### config.mk
export PLATFORM = sky130hd
export DESIGN_NAME = loop_launcher
export DESIGN_NICKNAME = d
export VERILOG_FILES = /design/src/rtl/loop_launcher.sv
export SDC_FILE = /design/constraint.sdc
export NUM_CORES = 1
export LEC_CHECK = 0
export CORE_UTILIZATION = 50
export CTS_BUF_LIST = sky130_fd_sc_hd__clkbuf_16
export CTS_CLUSTER_DIAMETER = 150
export CTS_CLUSTER_SIZE = 12
export DETAILED_ROUTE_END_ITERATION = 8
export GPL_TIMING_DRIVEN = 1
export PLACE_DENSITY = 0.9
export SKIP_LAST_GASP = 1
export SLEW_MARGIN = 20
export SYNTH_ARGS = -nofsm -noshare
export SYNTH_HDL_FRONTEND = slang
export SYNTH_SLANG_ARGS = --single-unit
export TNS_END_PERCENT = 10
### constraint.sdc
create_clock -name clk -period 3.25 [get_ports clk]
set_input_delay 0.8125 -clock clk [delete_from_list [all_inputs] [get_ports clk]]
set_output_delay 0.8125 -clock clk [all_outputs]
set_load 0.05 [all_outputs]
### src/rtl/loop_launcher.sv
// loop_launcher: launches one run of a downstream loop core, steers its
//    per-cycle branch input and reports the outcome (done or timeout).
//    Latency: start handshake -> 1 LAUNCH cycle -> RUN cycles 1..MAX_CYCLES -> REPORT.
//    Backpressure: start_ready only in IDLE; REPORT holds result until res_ready.
// Ports:
//    clk, rst                      clock, async active-high reset
//    start_valid/start_ready       run request handshake, seed + branch_mode captured
//    core_rst/core_x_raw/core_branch  drive the loop core
//    core_done/core_lock           loop core status
//    res_valid/res_ready           result handshake, res_lock/res_cycles/res_timeout
module loop_launcher #(
   parameter int          WIDTH      = 32,
   parameter int          MAX_CYCLES = 64,
   parameter logic [15:0] LFSR_SEED  = 16'hACE1
) (
   input  logic             clk,
   input  logic             rst,
   input  logic             start_valid,
   output logic             start_ready,
   input  logic [WIDTH-1:0] seed,
   input  logic [1:0]       branch_mode,
   output logic             core_rst,
   output logic [WIDTH-1:0] core_x_raw,
   output logic             core_branch,
   input  logic             core_done,
   input  logic             core_lock,
   output logic             res_valid,
   input  logic             res_ready,
   output logic             res_lock,
   output logic [15:0]      res_cycles,
   output logic             res_timeout
);

   // An all-zero seed would lock the LFSR up, so fall back to the default.
   localparam logic [15:0] LFSR_INIT = (LFSR_SEED == 16'h0000) ? 16'hACE1 : LFSR_SEED;
   localparam logic [15:0] MAX_CNT   = 16'(MAX_CYCLES);

   typedef enum logic [1:0] {ST_IDLE, ST_LAUNCH, ST_RUN, ST_REPORT} state_t;

   state_t             state_q, state_d;
   logic [WIDTH-1:0]   seed_q;
   logic [1:0]         mode_q;
   logic [15:0]        cnt_q;
   logic [15:0]        lfsr_q;
   logic               res_lock_q;
   logic [15:0]        res_cycles_q;
   logic               res_timeout_q;

   // cnt_q counts completed RUN cycles, so the current RUN cycle number is cnt_q+1.
   logic [15:0] run_k;
   logic        last_cycle;
   logic        lfsr_fb;

   assign run_k      = cnt_q + 16'd1;
   assign last_cycle = (run_k == MAX_CNT);
   // Right-shifting Fibonacci form of x^16+x^14+x^13+x^11+1.
   assign lfsr_fb    = lfsr_q[0] ^ lfsr_q[2] ^ lfsr_q[3] ^ lfsr_q[5];

   // State register
   always_ff @(posedge clk or posedge rst) begin
      if (rst) begin
         state_q <= ST_IDLE;
      end else begin
         state_q <= state_d;
      end
   end

   // Next-state logic
   always_comb begin
      state_d = state_q;
      unique case (state_q)
         ST_IDLE:   if (start_valid) state_d = ST_LAUNCH;
         ST_LAUNCH: state_d = ST_RUN;
         ST_RUN:    if (core_done || last_cycle) state_d = ST_REPORT;
         ST_REPORT: if (res_ready) state_d = ST_IDLE;
         default:   state_d = ST_IDLE;
      endcase
   end

   // Datapath registers
   always_ff @(posedge clk or posedge rst) begin
      if (rst) begin
         seed_q        <= '0;
         mode_q        <= 2'b00;
         cnt_q         <= 16'd0;
         lfsr_q        <= LFSR_INIT;
         res_lock_q    <= 1'b0;
         res_cycles_q  <= 16'd0;
         res_timeout_q <= 1'b0;
      end else begin
         unique case (state_q)
            ST_IDLE: begin
               if (start_valid) begin
                  seed_q <= seed;
                  mode_q <= branch_mode;
               end
            end
            ST_LAUNCH: begin
               cnt_q  <= 16'd0;
               lfsr_q <= LFSR_INIT;
            end
            ST_RUN: begin
               cnt_q  <= run_k;
               lfsr_q <= {lfsr_fb, lfsr_q[15:1]};
               // Done wins over budget exhaustion in the final cycle.
               if (core_done || last_cycle) begin
                  res_lock_q    <= core_lock;
                  res_cycles_q  <= run_k;
                  res_timeout_q <= ~core_done;
               end
            end
            default: ;
         endcase
      end
   end

   // Output logic
   always_comb begin
      start_ready = (state_q == ST_IDLE);
      core_rst    = (state_q != ST_RUN);
      res_valid   = (state_q == ST_REPORT);
      core_branch = 1'b0;
      if (state_q == ST_RUN) begin
         unique case (mode_q)
            2'b00:   core_branch = 1'b0;
            2'b01:   core_branch = 1'b1;
            default: core_branch = lfsr_q[0];
         endcase
      end
   end

   assign core_x_raw  = seed_q;
   assign res_lock    = res_lock_q;
   assign res_cycles  = res_cycles_q;
   assign res_timeout = res_timeout_q;

endmodule

# Yosys cells after proc, flatten, opt, wreduce, memory -nomap -nowiden
# Cells that the tools add are included.
[classes]
add_sub_neg = 1
n_mul = 0
div_mod_pow = 0
magnitude_cmp = 0
n_eq_ne = 9
shifts = 0
mux = 8
n_bitwise = 4
n_reduce_logical = 7
[op_table]
columns = ["operator", "count"]
rows = [
  ["$pmux 16 s2", 2],
  ["$add 16x1->16 const B", 1],
  ["$eq 16x7->1 const B", 1],
  ["$pmux 2 s4", 1],
  ["$mux 2", 3],
  ["$ne 2x2->1 const B", 3],
  ["$eq 2x1->1 const B", 2],
  ["$eq 2x2->1 const B", 2],
  ["$logic_not 2->1", 2],
  ["$reduce_and 2->1", 2],
  ["$reduce_and 3->1", 1],
  ["$xor 1x1->1", 3],
  ["$ne 2x1->1 const B", 1],
  ["$pmux 1 s2", 1],
  ["$reduce_bool 2->1", 1],
  ["$logic_or 1x1->1", 1],
  ["$mux 1", 1],
  ["$not 1->1", 1],
]
[totals]
reg_bits = 86
latchBits = 0
ram_bits = 0
rom_bits = 0
in_bits = 40
out_inout_bits = 54
word_cells = 37
mem_count = 0

# Longest topological paths before layout
[depth]
ltp_word = 5
ltp_mapped = 11
ltp_nobuf = 8

# Worst setup path after synthesis
# No wires, ideal clock.
[synth_timing]
path_type = "flip-flop to output port"
from = "reg state_q[0]"
to = "out core_branch"
arrival_ns = 1.994
required_ns = 2.438
setup_slack_ns = 0.444
path_stages_with_launch = 6
n_path_buf = 1
path_cell_list = "dfrtp_1 -> inv_1 -> ha_1 -> buf_2 -> clkinv_1 -> nor2_1"
[synth_via]
elab_chain_cells = 2
[synth_lines]
columns = ["item", "line", "rtl"]
rows = [
  ["from (decl)", "40", "state_t state_q, state_d;"],
  ["from (signal assigned)", "64", "state_q <= state_d;"],
  ["$eq 2x2->1", "123", "if (state_q == ST_RUN) begin"],
  ["$mux 1", "123", ""],
  ["to (decl)", "24", "output logic core_branch,"],
]
# Every way passes these cells.

# Worst setup path after layout
[layout_timing]
from = "reg cnt_q[0]"
to = "reg res_cycles_q[2], in the netlist res_cycles[2]"
[layout_via]
elab_chain_cells = 4
[layout_lines]
columns = ["item", "line", "rtl"]
rows = [
  ["from (decl)", "43", "logic [15:0] cnt_q;"],
  ["from (signal assigned)", "103", "cnt_q <= run_k;"],
  ["$add 16x1->16 (*)", "54", "assign run_k = cnt_q + 16'd1;"],
  ["$eq 16x7->1", "55", "assign last_cycle = (run_k == MAX_CNT);"],
  ["$logic_or 1x1->1", "106", "if (core_done || last_cycle) begin"],
  ["$reduce_and 2->1 (no line)", "n/a", ""],
  ["to (signal assigned)", "108", "res_cycles_q <= run_k;"],
  ["to (decl)", "46", "logic [15:0] res_cycles_q;"],
]
# Every way passes the cells marked *; elsewhere a longest branch is shown, timed or not.
# A chain may end at the register's enable or synchronous reset.

==> impl_metrics.py <==
metrics = {
    "status": {
        "status": "completed",
    },
    "critical_path": {
        "required_ns": 3.48,
        "slowest_stage": "or3_1",
        "worstPathCellList": "ha_1, nand3_4, or3_1, nor2_4, o221ai_2, nor4_4, o21ai_4, buf_12, mux2_4",
        "start_kind": "flop",
        "cp-end-kind": "flop",
        "worstPathMaxFanout": 11,
        "worst_ep_arrival_time_ns": 3.16,
        "path_delay_family": "simple AND/OR/NAND/NOR gates",
        "crit_type": "flop to flop",
        "cpPeakStageDelay_ns": 0.54,
        "critPathBufInv": 1,
    },
    "sta": {
        "final_max_slew_viol_count": 0,
        "tightestPinTransition_ns": 0.681,
        "min_period_over_period_pct": 90.4,
        "max_freq_ghz": 0.340,
        "worst_slack_ns": 0.311,
        "hold_violations": 0,
        "tns_ns": 0,
        "max_slew_margin_pct": 54.0,
        "rsz0062_at_grt": "false",
        "setup_viol": 0,
        "fin_crit_ns": 2.94,
        "skew_ns": 0.00609,
    },
    "detailed_routing": {
        "wl_um": 9310,
        "drtIter0Drc": 222,
        "ant_nets": 0,
        "met3_length_um": 430,
        "first_pass_iters": 5,
        "wl_met1_um": 3560,
        "avgRoutedWirePerCell_um": 17.0,
        "top_layer": "met4",
        "drc": 0,
        "viasPerCell": 5.45,
        "wl_met2_um": 5020,
        "vias": 2992,
    },
    "yosys": {
        "synthFlopType": "dfrtp_1",
        "ys_top_cells_by_count": "78 x dfrtp_1, 42 x mux2_2, 28 x nand2_1, 28 x o21ai_0, 23 x inv_1",
        "yosys_warnings": 0,
        "yosys.cell_types.count": 43,
        "synth_enable_flop_cells": 0,
        "synth_seq_cells": 86,
        "syn_avg_cell_area_um2": 11.3,
        "synth.most_common_cell": "dfrtp_1",
        "yosysTopAreaCell": "dfrtp_1",
        "syn_area_mm2": 0.00401,
        "async_flop_share_pct": 100,
        "synth.top_cell.area_share_pct": 48.7,
        "netlist_instances": 353,
        "synth_area_leaders": "dfrtp_1 49%, mux2_2 12%, dfstp_2 5.2%",
        "syn-num-nets": 398,
        "yosysSeqAreaShare_pct": 54.0,
    },
    "power": {
        "power_density_mw_per_mm2": 1010,
        "vdd_drop_max_uv": 685,
        "p_total_w": 0.00543,
        "leakage_nw": 2.26,
    },
    "flow_run": {
        "cap_violations": 0,
    },
    "grt": {
        "antenna_found_initial": 0,
        "grt_max_degree": 57,
        "track_usage_pct": 23.3,
        "grt_pass1_wl_um": 14800,
        "overflow": 0,
        "grt_pass1_vias": 3102,
    },
    "clock_network": {
        "cts.path.max_buffers": 2,
        "hold_buffers": 0,
        "postCtsSetupRepairBufs": 0,
        "root_buffer": "clkbuf_16",
        "clkLatencyLatePin_ns": 0.34,
        "htreeDepth": 3,
        "clock-sinks": 86,
        "path_clk_slew_ns": 0.06,
        "post_cts_resized": 0,
        "cts_tree": "done",
        "cts_buffers": 9,
    },
    "floorplanning": {
        "start_util_pct": 51.8,
        "die_area_mm2": 0.00837,
        "fp.coreArea_mm2": 0.00773,
        "rows": 32,
        "io_pins": 94,
        "die_h_um": 91.5,
        "die_w_um": 91.5,
    },
    "place": {
        "dp_slack_ns": 0.218,
        "place_hpwl_um": 6420,
        "placed_area_mm2": 0.00503,
        "gp_congestion": 0.861,
        "port_buffers": 93,
    },
    "final_layout": {
        "fin_nets": 487,
        "final_util_pct": 69.5,
        "drive_gt1_share_pct": 20.4,
        "stdcell_area_mm2": 0.00537,
        "diodes": 0,
        "area_growth_pct": 34.1,
    },
    "hold_path": {
        "hold_class": "flop to flop",
    },
}
[tightest hold or removal path, cell delays in order (launching register included)]
cell	delay [ns]
dfstp_2	0.37
inv_1	0.05
o21ai_0	0.07
[final timing paths]
path,startpoint,to,slack [ns],cells past startpoint
hold reg to reg,lfsr_q[7]$_DFFE_PP1P_,lfsr_q[7]$_DFFE_PP1P_,0.49,2
max in group asynchronous,rst,lfsr_q[10]$_DFFE_PP1P_,1.68,3
setup / recovery,cnt_q[0]$_DFFE_PP0P_,res_cycles[2]$_DFFE_PP0P_,0.31,9
hold / removal,lfsr_q[7]$_DFFE_PP1P_,lfsr_q[7]$_DFFE_PP1P_,0.49,2
setup reg to reg,cnt_q[0]$_DFFE_PP0P_,res_cycles[2]$_DFFE_PP0P_,0.31,9
min in group asynchronous,rst,core_x_raw[13]$_DFFE_PP0P_,0.85,2
[final cells by class]
| class | count | area (um^2) |
|---|---|---|
| repair buffers | 103 | 1050 |
| fillers | 502 | 2360 |
| flip-flops and latches | 86 | 2160 |
| clock inverters | 7 | 80.1 |
| clock buffers | 9 | 225 |
| inverters | 24 | 91.3 |
| well taps | 102 | 128 |
| multi-input cells | 218 | 1630 |
[registers in the layout, summed over array words and instances, names as in the netlist]
signal       cells
state_q          2
res_timeout      1
cnt_q           16
lfsr_q          16
mode_q           2
res_cycles      16
core_x_raw      32
res_lock         1
[per-stage QoR]
stage	std cells	hold WS (ns)
6_report	549	0.489
3_3_place_gp	530	0.462
4_1_cts	546	0.495
2_1_floorplan	353	0.446
3_5_place_dp	530	0.478
5_1_grt	549	0.512
[metal layers]
metal  vias up  track usage, %
li1       1386               -
met1      1492            27.4
met2        90            40.2
met3        24            4.44
met4         0            12.4
met5         -               0
[kinds of logic after synthesis]
family	after synthesis	share of synthesized area, %
AOI/OAI and AO/OA	58	9.28
xor gates and xnor gates	20	4.37
adders and majority gates	5	1.56
buffers and inverters	49	5.25
DFF	86	54.0
muxes	48	13.8
and+or+nand+nor	87	11.7
[cells in the final DEF (no fill, tap or decap), drive strengths merged, types with 4 or more instances in the layout]
cell type      Yosys  final
dfstp              8      8
ha                 5      5
buf                8     12
clkbuf            17      9
o21ai             29     29
a31oi              5      5
clkdlybuf4s50      0     91
a21oi              6      6
xor2               5      5
nor3               5      5
nor2              19     19
dfrtp             78     78
nand3             19     19
o2bb2ai            5      5
clkinvlp           0      4
mux2              46     46
inv               23     24
o31ai              6      6
xnor2             15     15
nand2             28     28
[power breakdown]
part / switching (W) / internal (W)
clock: 0.000438 / 0.000603
sequential: 0.000196 / 0.00145
combinational: 0.00174 / 0.00100
total: 0.00237 / 0.00305
(Power assumes the default switching activity.)
